--- config.mk ---
export PLATFORM = sky130hd
export DESIGN_NAME = ahb_slave_if
export DESIGN_NICKNAME = d
export VERILOG_FILES = /design/src/rtl/aes_ahb_pkg.sv /design/src/rtl/word_fifo.sv /design/src/rtl/ahb_slave_if.sv
export SDC_FILE = /design/constraint.sdc
export NUM_CORES = 1
export LEC_CHECK = 0
export BUFFER_PORTS_ARGS = -buffer_cell sky130_fd_sc_hd__clkbuf_2
export CORE_UTILIZATION = 63
export DETAILED_ROUTE_END_ITERATION = 7
export HOLD_SLACK_MARGIN = 0.03
export MAX_ROUTING_LAYER = met4
export PLACE_DENSITY = 0.85
export SYNTH_ARGS = -nofsm -noshare
export SYNTH_HDL_FRONTEND = slang
export SYNTH_SLANG_ARGS = --single-unit
--- constraint.sdc ---
create_clock -name clk -period 7.55 [get_ports clk]
set_input_delay 0 -clock clk [delete_from_list [all_inputs] [get_ports clk]]
set_output_delay 0 -clock clk [all_outputs]
set_load 0.005 [all_outputs]
--- src/rtl/aes_ahb_pkg.sv ---
// Shared definitions for the AES accelerator AHB-Lite slave front end:
// register offsets, STATUS bit positions and the bus-side state encoding.
package aes_ahb_pkg;

   // Register offsets, decoded from haddr[3:2]
   localparam logic [1:0] CTRL_ADDR    = 2'd0;
   localparam logic [1:0] STATUS_ADDR  = 2'd1;
   localparam logic [1:0] DATAIN_ADDR  = 2'd2;
   localparam logic [1:0] DATAOUT_ADDR = 2'd3;

   // STATUS register bit positions
   localparam int ST_KEY_DONE = 0;
   localparam int ST_RX_FULL  = 1;
   localparam int ST_TX_VALID = 2;
   localparam int ST_OVF      = 3;
   localparam int ST_TX_CNT   = 4;   // bits [7:4]

   // The only transfer size the slave supports (32-bit word)
   localparam logic [2:0] HSIZE_WORD = 3'b010;

   // Bus-side transfer state
   typedef enum logic [1:0] {
      IDLE = 2'd0,
      DATA = 2'd1,
      ERR1 = 2'd2,
      ERR2 = 2'd3
   } bus_state_t;

endpackage

--- src/rtl/word_fifo.sv ---
// Small synchronous word FIFO. Pointers wrap modulo DEPTH (power of two).
// A pop on an empty FIFO is ignored; a push on a full FIFO is accepted only
// when a pop happens in the same cycle, because the pop frees the slot first.
module word_fifo #(
   parameter int DEPTH = 4,
   parameter int WIDTH = 32
) (
   input  logic                     clk,
   input  logic                     n_rst,
   input  logic                     push,
   input  logic                     pop,
   input  logic [WIDTH-1:0]         din,
   output logic                     full,
   output logic                     empty,
   output logic [$clog2(DEPTH):0]   count,
   output logic [WIDTH-1:0]         head
);

   localparam int AW = $clog2(DEPTH);
   localparam int CW = AW + 1;

   logic [WIDTH-1:0] mem [DEPTH];
   logic [AW-1:0]    wr_ptr;
   logic [AW-1:0]    rd_ptr;
   logic             do_push;
   logic             do_pop;

   assign full    = (count == CW'(DEPTH));
   assign empty   = (count == '0);
   assign do_pop  = pop & ~empty;
   assign do_push = push & (~full | do_pop);
   assign head    = mem[rd_ptr];

   // Storage, pointers and occupancy count
   always_ff @(posedge clk or negedge n_rst) begin
      if (!n_rst) begin
         for (int i = 0; i < DEPTH; i++) mem[i] <= '0;
         wr_ptr <= '0;
         rd_ptr <= '0;
         count  <= '0;
      end else begin
         if (do_push) begin
            mem[wr_ptr] <= din;
            wr_ptr      <= wr_ptr + 1'b1;
         end
         if (do_pop) rd_ptr <= rd_ptr + 1'b1;
         case ({do_push, do_pop})
            2'b10:   count <= count + 1'b1;
            2'b01:   count <= count - 1'b1;
            default: count <= count;
         endcase
      end
   end

endmodule

--- src/rtl/ahb_slave_if.sv ---
// AHB-Lite slave front end of the AES accelerator. Decodes CPU register
// accesses into controller controls and buffers words in both directions.
// Optional build macro AHB_IF_WAIT_EN: full/empty DATA_IN/DATA_OUT accesses
// are held with wait states (capped at 255 cycles) instead of erroring.
module ahb_slave_if
   import aes_ahb_pkg::*;
#(
   parameter int FIFO_DEPTH = 4,
   parameter int DATA_W     = 32
) (
   input  logic              clk,
   input  logic              n_rst,
   input  logic              hsel,
   input  logic [3:0]        haddr,
   input  logic [1:0]        htrans,
   input  logic              hwrite,
   input  logic [2:0]        hsize,
   input  logic              hready,
   input  logic [DATA_W-1:0] hwdata,
   output logic [DATA_W-1:0] hrdata,
   output logic              hreadyout,
   output logic              hresp,
   output logic              start,
   output logic              data_type,
   output logic              enc_dec,
   output logic              data_received,
   output logic [DATA_W-1:0] rx_data,
   input  logic              ahb_mode,
   input  logic              ahb_shift_en,
   input  logic [DATA_W-1:0] tx_data,
   input  logic              done_chg_key
);

   localparam int CW = $clog2(FIFO_DEPTH) + 1;

   bus_state_t  state, state_nxt;
   logic [1:0]  addr_q;
   logic        write_q;
   logic [2:0]  size_q;
   logic        accept, take_addr, complete;
   logic        hard_err, rx_block, tx_block, err_now, wait_now;
   logic        key_done, ovf;
   logic        core_pop_req, core_push_req;
   logic        wr_ctrl, rx_push, tx_pop, st_read;
   logic        rx_full, rx_empty, tx_full, tx_empty;
   logic [CW-1:0]     rx_count, tx_count;
   logic [DATA_W-1:0] tx_head;
   logic        unused_bits;

   assign unused_bits = ^{haddr[1:0], htrans[0], rx_count};

   assign accept        = hsel & hready & htrans[1];
   assign core_pop_req  = ahb_shift_en & ~ahb_mode;
   assign core_push_req = ahb_shift_en & ahb_mode;

   // Classification of the transfer sitting in its data phase. A DATA_IN
   // write to a full FIFO is fine if the core pops in the same cycle.
   assign hard_err = (size_q != HSIZE_WORD) ||
                     (write_q && (addr_q == STATUS_ADDR || addr_q == DATAOUT_ADDR));
   assign rx_block = write_q && (addr_q == DATAIN_ADDR) && rx_full && !core_pop_req;
   assign tx_block = !write_q && (addr_q == DATAOUT_ADDR) && tx_empty;

`ifdef AHB_IF_WAIT_EN
   logic [7:0] stall_cnt;
   logic       stall_req, stall_cap;

   assign stall_req = !hard_err && (rx_block || tx_block);
   assign stall_cap = (stall_cnt == 8'd255);
   assign err_now   = hard_err || (stall_req && stall_cap);
   assign wait_now  = stall_req && !stall_cap;

   // Count consecutive wait cycles of the current data phase
   always_ff @(posedge clk or negedge n_rst) begin
      if (!n_rst)                         stall_cnt <= '0;
      else if (state == DATA && wait_now) stall_cnt <= stall_cnt + 8'd1;
      else                                stall_cnt <= '0;
   end
`else
   assign err_now  = hard_err || rx_block || tx_block;
   assign wait_now = 1'b0;
`endif

   // Bus state register
   always_ff @(posedge clk or negedge n_rst) begin
      if (!n_rst) state <= IDLE;
      else        state <= state_nxt;
   end

   // Next state and handshake outputs. The data phase of an errored transfer
   // is held low one cycle, then the two-cycle ERROR response follows.
   always_comb begin
      state_nxt = state;
      hreadyout = 1'b1;
      hresp     = 1'b0;
      complete  = 1'b0;
      take_addr = 1'b0;
      case (state)
         IDLE: begin
            take_addr = accept;
            if (accept) state_nxt = DATA;
         end
         DATA: begin
            if (err_now) begin
               hreadyout = 1'b0;
               state_nxt = ERR1;
            end else if (wait_now) begin
               hreadyout = 1'b0;
            end else begin
               complete  = 1'b1;
               take_addr = accept;
               state_nxt = accept ? DATA : IDLE;
            end
         end
         ERR1: begin
            hresp     = 1'b1;
            hreadyout = 1'b0;
            state_nxt = ERR2;
         end
         ERR2: begin
            hresp     = 1'b1;
            take_addr = accept;
            state_nxt = accept ? DATA : IDLE;
         end
         default: state_nxt = IDLE;
      endcase
   end

   // Address-phase capture into the data phase
   always_ff @(posedge clk or negedge n_rst) begin
      if (!n_rst) begin
         addr_q  <= CTRL_ADDR;
         write_q <= 1'b0;
         size_q  <= HSIZE_WORD;
      end else if (take_addr) begin
         addr_q  <= haddr[3:2];
         write_q <= hwrite;
         size_q  <= hsize;
      end
   end

   assign wr_ctrl = complete &  write_q & (addr_q == CTRL_ADDR);
   assign rx_push = complete &  write_q & (addr_q == DATAIN_ADDR);
   assign tx_pop  = complete & ~write_q & (addr_q == DATAOUT_ADDR);
   assign st_read = complete & ~write_q & (addr_q == STATUS_ADDR);

   // Control register, start pulse and sticky status bits. A new event wins
   // over the clear-on-read so it is never lost.
   always_ff @(posedge clk or negedge n_rst) begin
      if (!n_rst) begin
         start     <= 1'b0;
         data_type <= 1'b0;
         enc_dec   <= 1'b0;
         key_done  <= 1'b0;
         ovf       <= 1'b0;
      end else begin
         start <= wr_ctrl & hwdata[0];
         if (wr_ctrl) begin
            data_type <= hwdata[1];
            enc_dec   <= hwdata[2];
         end
         if (done_chg_key) key_done <= 1'b1;
         else if (st_read) key_done <= 1'b0;
         if ((core_pop_req & rx_empty) | (core_push_req & tx_full & ~tx_pop)) ovf <= 1'b1;
         else if (st_read)                                                    ovf <= 1'b0;
      end
   end

   // Read data, driven only during a read data phase
   always_comb begin
      hrdata = '0;
      if (state == DATA && !write_q) begin
         case (addr_q)
            CTRL_ADDR: begin
               hrdata[1] = data_type;
               hrdata[2] = enc_dec;
            end
            STATUS_ADDR: begin
               hrdata[ST_KEY_DONE]    = key_done;
               hrdata[ST_RX_FULL]     = rx_full;
               hrdata[ST_TX_VALID]    = ~tx_empty;
               hrdata[ST_OVF]         = ovf;
               hrdata[ST_TX_CNT +: 4] = 4'(tx_count);
            end
            DATAOUT_ADDR: hrdata = tx_head;
            default:      hrdata = '0;
         endcase
      end
   end

   word_fifo #(.DEPTH(FIFO_DEPTH), .WIDTH(DATA_W)) u_rx_fifo (
      .clk   (clk),
      .n_rst (n_rst),
      .push  (rx_push),
      .pop   (core_pop_req),
      .din   (hwdata),
      .full  (rx_full),
      .empty (rx_empty),
      .count (rx_count),
      .head  (rx_data)
   );

   word_fifo #(.DEPTH(FIFO_DEPTH), .WIDTH(DATA_W)) u_tx_fifo (
      .clk   (clk),
      .n_rst (n_rst),
      .push  (core_push_req),
      .pop   (tx_pop),
      .din   (tx_data),
      .full  (tx_full),
      .empty (tx_empty),
      .count (tx_count),
      .head  (tx_head)
   );

   assign data_received = ~rx_empty;

endmodule

* After elaboration in Yosys (flattened, before gate mapping) *
Cells that the tools add are included.
W data, S select, Z words.

word-level totals
  bits of input ports = 81
  output and inout bits = 70
  register bits = 283

cells by class
  $add $sub $neg = 8
  bitwise operators = 32
  magnitude comparators = 6
  reductions and logical operators = 25
  equality and inequality tests = 14
  mux-type cells = 32

operator list
  operator               number
  $bwmux W128            2
  $mux W32               7
  $bmux W32 S2           2
  $demux W32 S2          2
  $mux W24               1
  $and A1 B1 Y1          18
  $eq A2 B2 Y1 const B   6
  $ge A3 B3 Y1 const B   4
  $not A2 Y3             4
  $pmux W3 S2            2
  $pmux W5 S2            1
  $logic_and A1 B1 Y1    9
  $add A2 B1 Y2 const B  4
  $eq A2 B1 Y1 const B   4
  $mux W1                8
  $pmux W2 S4            1
  $reduce_bool A2 Y1     4
  $not A1 Y1             7
  $add A3 B1 Y3 const B  2
  $eq A3 B3 Y1 const B   2
  $logic_not A3 Y1       2
  $lt A3 B1 Y1 const B   2
  $pmux W1 S2            3
  $pmux W2 S3            1
  9 further kinds        19

* Logic depth before layout (Yosys ltp) *
  depth in word-level cells = 15
  depth in mapped cells = 13
  depth with buffers taken out = 12

* Modules after synthesis *
A second synthesis with hierarchy kept.

second synthesis, totals
  cell total of the unflattened synthesis = 817
  area, all modules = 13045.0 um^2

modules (own cells, without submodules)
  module        area an instance (um^2)  times used  cells an instance
  word_fifo     5973.2                   2           349
  ahb_slave_if  1098.6                   1           119

* Worst setup path after synthesis *
Ideal clock, no wire load.

  path kind = register -> register
  start = register (tool-made name)
  end = register u_tx_fifo.count[2]
  setup time = 0.079 ns
  setup slack = 4.880 ns
  buffers on the path = 1
  arrival = 2.591 ns
  stages on the path, launching flop included = 12
  cell sequence = dfrtp_1 inv_1 ha_1 clkbuf_2 nand4b_1 nor4_1 ha_1 inv_1 fa_1 xor2_1 nor2_1 xor2_1

RTL lines
  what                  line             source
  end signal, assigned  word_fifo.sv:48  2'b10: count <= count + 1'b1;
  end signal, assigned  word_fifo.sv:49  2'b01: count <= count - 1'b1;
  end signal, assigned  word_fifo.sv:50  default: count <= count;
  end, declared         word_fifo.sv:15  output logic [$clog2(DEPTH):0] count,

==> flow_metrics.tcl <==
set metrics [dict create \
    finalMaxSlewViolations 0 \
    worstPathMaxFanout 32 \
    path_class "flip-flop to flip-flop" \
    min_path_type "primary input to flip-flop" \
    synth-seq-cells 283 \
    track_usage_pct 27.4 \
    cts_hold_buffers 75 \
    power_density_nw_per_um2 330 \
    overflow 0 \
    io_pins 151 \
    syn_avg_cell_area_um2 16.5 \
    yosysTopAreaCell "dfrtp_1" \
    placed_cell_area_um2 14200 \
    design.die.area_um2 21800 \
    synth_common_cells "282 x dfrtp_1, 137 x mux2_2, 120 x mux2_4" \
    grt_first_pass_wirelength_um 45400 \
    synth.area.top_cells "dfrtp_1 53%, mux2_4 13%, mux2_2 12%" \
    detail_route.vias_per_cell 5.81 \
    drc 0 \
    async_flop_share_pct 100 \
    portBuffers 147 \
    relSlewSlack_pct 33.6 \
    drt_wl_total_um 27600 \
    endpoint "u_tx_fifo.mem[118]$_DFFE_PN0P_" \
    start_util_pct 65.1 \
    worstSetupStartpointType "flip-flop" \
    tns_ps 0 \
    num_antenna_cells 0 \
    arrival_ps 3610 \
    syn_area_um2 13300 \
    ff2ff_setup_slack_ps 4360 \
    clk_pin_slew_ps 60 \
    rr_endpoint "u_tx_fifo.mem[118]$_DFFE_PN0P_" \
    fin_nets 1121 \
    clk_latency_ps 550 \
    core-area_um2 20500 \
    cts_inserted_buffers 30 \
    synth.top_cell.area_share_pct 52.9 \
    h-tree-depth 1 \
    post_cts_buffers 0 \
    clock-sinks 283 \
    whs_ps 86.4 \
    yosysMostFrequentCell "dfrtp_1" \
    gp_congestion 0.767 \
    finalInstanceArea_um2 16000 \
    finalSetupViolations 0 \
    maxCapViolations 0 \
    ant_nets 0 \
    fin_crit_sh_pct 42.2 \
    rr_worst_depth 7 \
    status "complete, no violations" \
    max_freq_mhz 314 \
    cts_max_path_buffers 3 \
    synth.distinct_cells 46 \
    num_vias 7629 \
    p_leak_uw 0.00781 \
    skew_ps 13.1 \
    ir_drop_v 0.000266 \
    hold_viol_final 0 \
    syn_nets 908 \
    post_drt_wl_per_cell_um 21.0 \
    die_y_um 148 \
    rsz0062_at_grt "false" \
    antenna_found_initial 0 \
    tightest_slew_ps 996 \
    synth_edf_count 0 \
    seq_area_frac_synth_pct 53.1 \
    area_growth_pct 19.7 \
    drt_first_pass_iters 6 \
    syn-instance-count 810 \
    fin_crit_ps 3190 \
    worstPathRequired_ps 7970 \
    power.total_uw 5270 \
    synthFlopType "dfrtp_1" \
    cts_resized 0 \
    drt_iter0_markers 371 \
    post-dp-hpwl_um 15600 \
    yosysWarningCount 0 \
    die_w_um 148 \
    grt_pass1_vias 8626 \
    cts-root-buf "clkbuf_16" \
    end_kind "flip-flop" \
    drive_above_1_share_pct 51.4 \
    grt_max_degree 153 \
    rows 52 \
    cts_tree "done" \
]
-- sequential cells by signal, summed over array words and instances, names as in the netlist, 2 cells and up, named ones only --
signal	cells
u_rx_fifo.mem	128
u_tx_fifo.mem	128
size_q	3
u_rx_fifo.count	3
u_tx_fifo.count	3
addr_q	2
u_rx_fifo.rd_ptr	2
u_rx_fifo.wr_ptr	2
u_tx_fifo.rd_ptr	2
u_tx_fifo.wr_ptr	2
-- logic make-up (layout without fill, tap and decap cells) --
| family | count (synthesis) | count (layout) | share of synthesized area (%) |
|---|---|---|---|
| muxes | 335 | 335 | 37.0 |
| DFF | 283 | 283 | 53.1 |
| and+or+nand+nor | 84 | 84 | 3.81 |
| buffers and inverters | 61 | 295 | 2.61 |
| AOI/OAI and AO/OA | 18 | 18 | 1.06 |
| adders and majority gates | 17 | 17 | 1.71 |
| xor gates and xnor gates | 12 | 12 | 0.787 |
-- per-layer routing --
metal	vias up	share of wire (%)	global-route usage [%]
met2	172	52	47.7
met4	0	2.0	7.11
met1	4027	42	33.9
li1	3384	-	-
met3	46	4.2	3.95
met5	-	0	-
-- layout make-up --
cell class	instances	area [um2]
sequential	283	7090
multi-input combinational	466	5920
fill	1143	4510
timing repair buffer	228	1550
clock buffer	42	877
tap	270	338
clock inverter	11	155
inverter	14	52.6
-- power by group --
group          total, uW  internal [uW]  switching, uW
logic               1460            885            577
registers           2280           1990            292
clock network       1520            938            584
-- cell usage in the layout, fill, tap and decap left out, types with 2 or more instances in the layout --
master	n
nand3_1	2
clkbuf_2	146
dlygate4sd3_1	75
nor2_1	10
bufinv_16	4
mux2i_1	6
o21ai_0	6
nand2b_1	2
nor3b_1	2
xor2_1	6
clkbuf_16	31
mux2_4	120
nand4b_1	2
mux4_2	64
dfrtp_1	280
clkbuf_1	5
nor4_1	2
fa_1	2
xnor2_1	6
a21oi_1	3
nand3_2	4
ha_1	15
and2_1	3
clkinv_2	7
clkbuf_8	6
nor3_1	5
mux2_2	137
nand2_4	4
mux2_1	8
nand2_1	12
nor2b_1	30
a21o_1	2
dfrtp_2	2
inv_1	14
buf_4	5
-- critical path, stage by stage (launching register included) --
cell      delay, ps
dfrtp_1         400
inv_1           120
ha_1            310
nand4b_1        140
buf_4           280
o31ai_4         350
nand3_2         820
mux2_1          630
-- through the flow --
stage	instances	setup WS, ps	util (%)
after floorplan	810	4880	-
after global placement	1186	4380	69.3
after detailed placement	1186	4380	69.3
after CTS	1314	4350	78.0
after global routing	1314	4140	78.0
final	1314	4360	78.0
-- worst min-delay path by stage --
stage                                                 end  startpoint  cells after the start
after floorplan                asynchronous set/reset pin       n_rst                      0
after global placement     u_rx_fifo.mem[101]$_DFFE_PN0P_       n_rst                      1
after detailed placement    u_rx_fifo.mem[69]$_DFFE_PN0P_       n_rst                      1
after CTS                                 ovf$_DFFE_PN0P_    ahb_mode                      4
after global routing                      ovf$_DFFE_PN0P_    ahb_mode                      4
final                     u_rx_fifo.rd_ptr[0]$_DFFE_PN0P_    ahb_mode                      4
No activity file was read; power rests on OpenSTA's default activity.
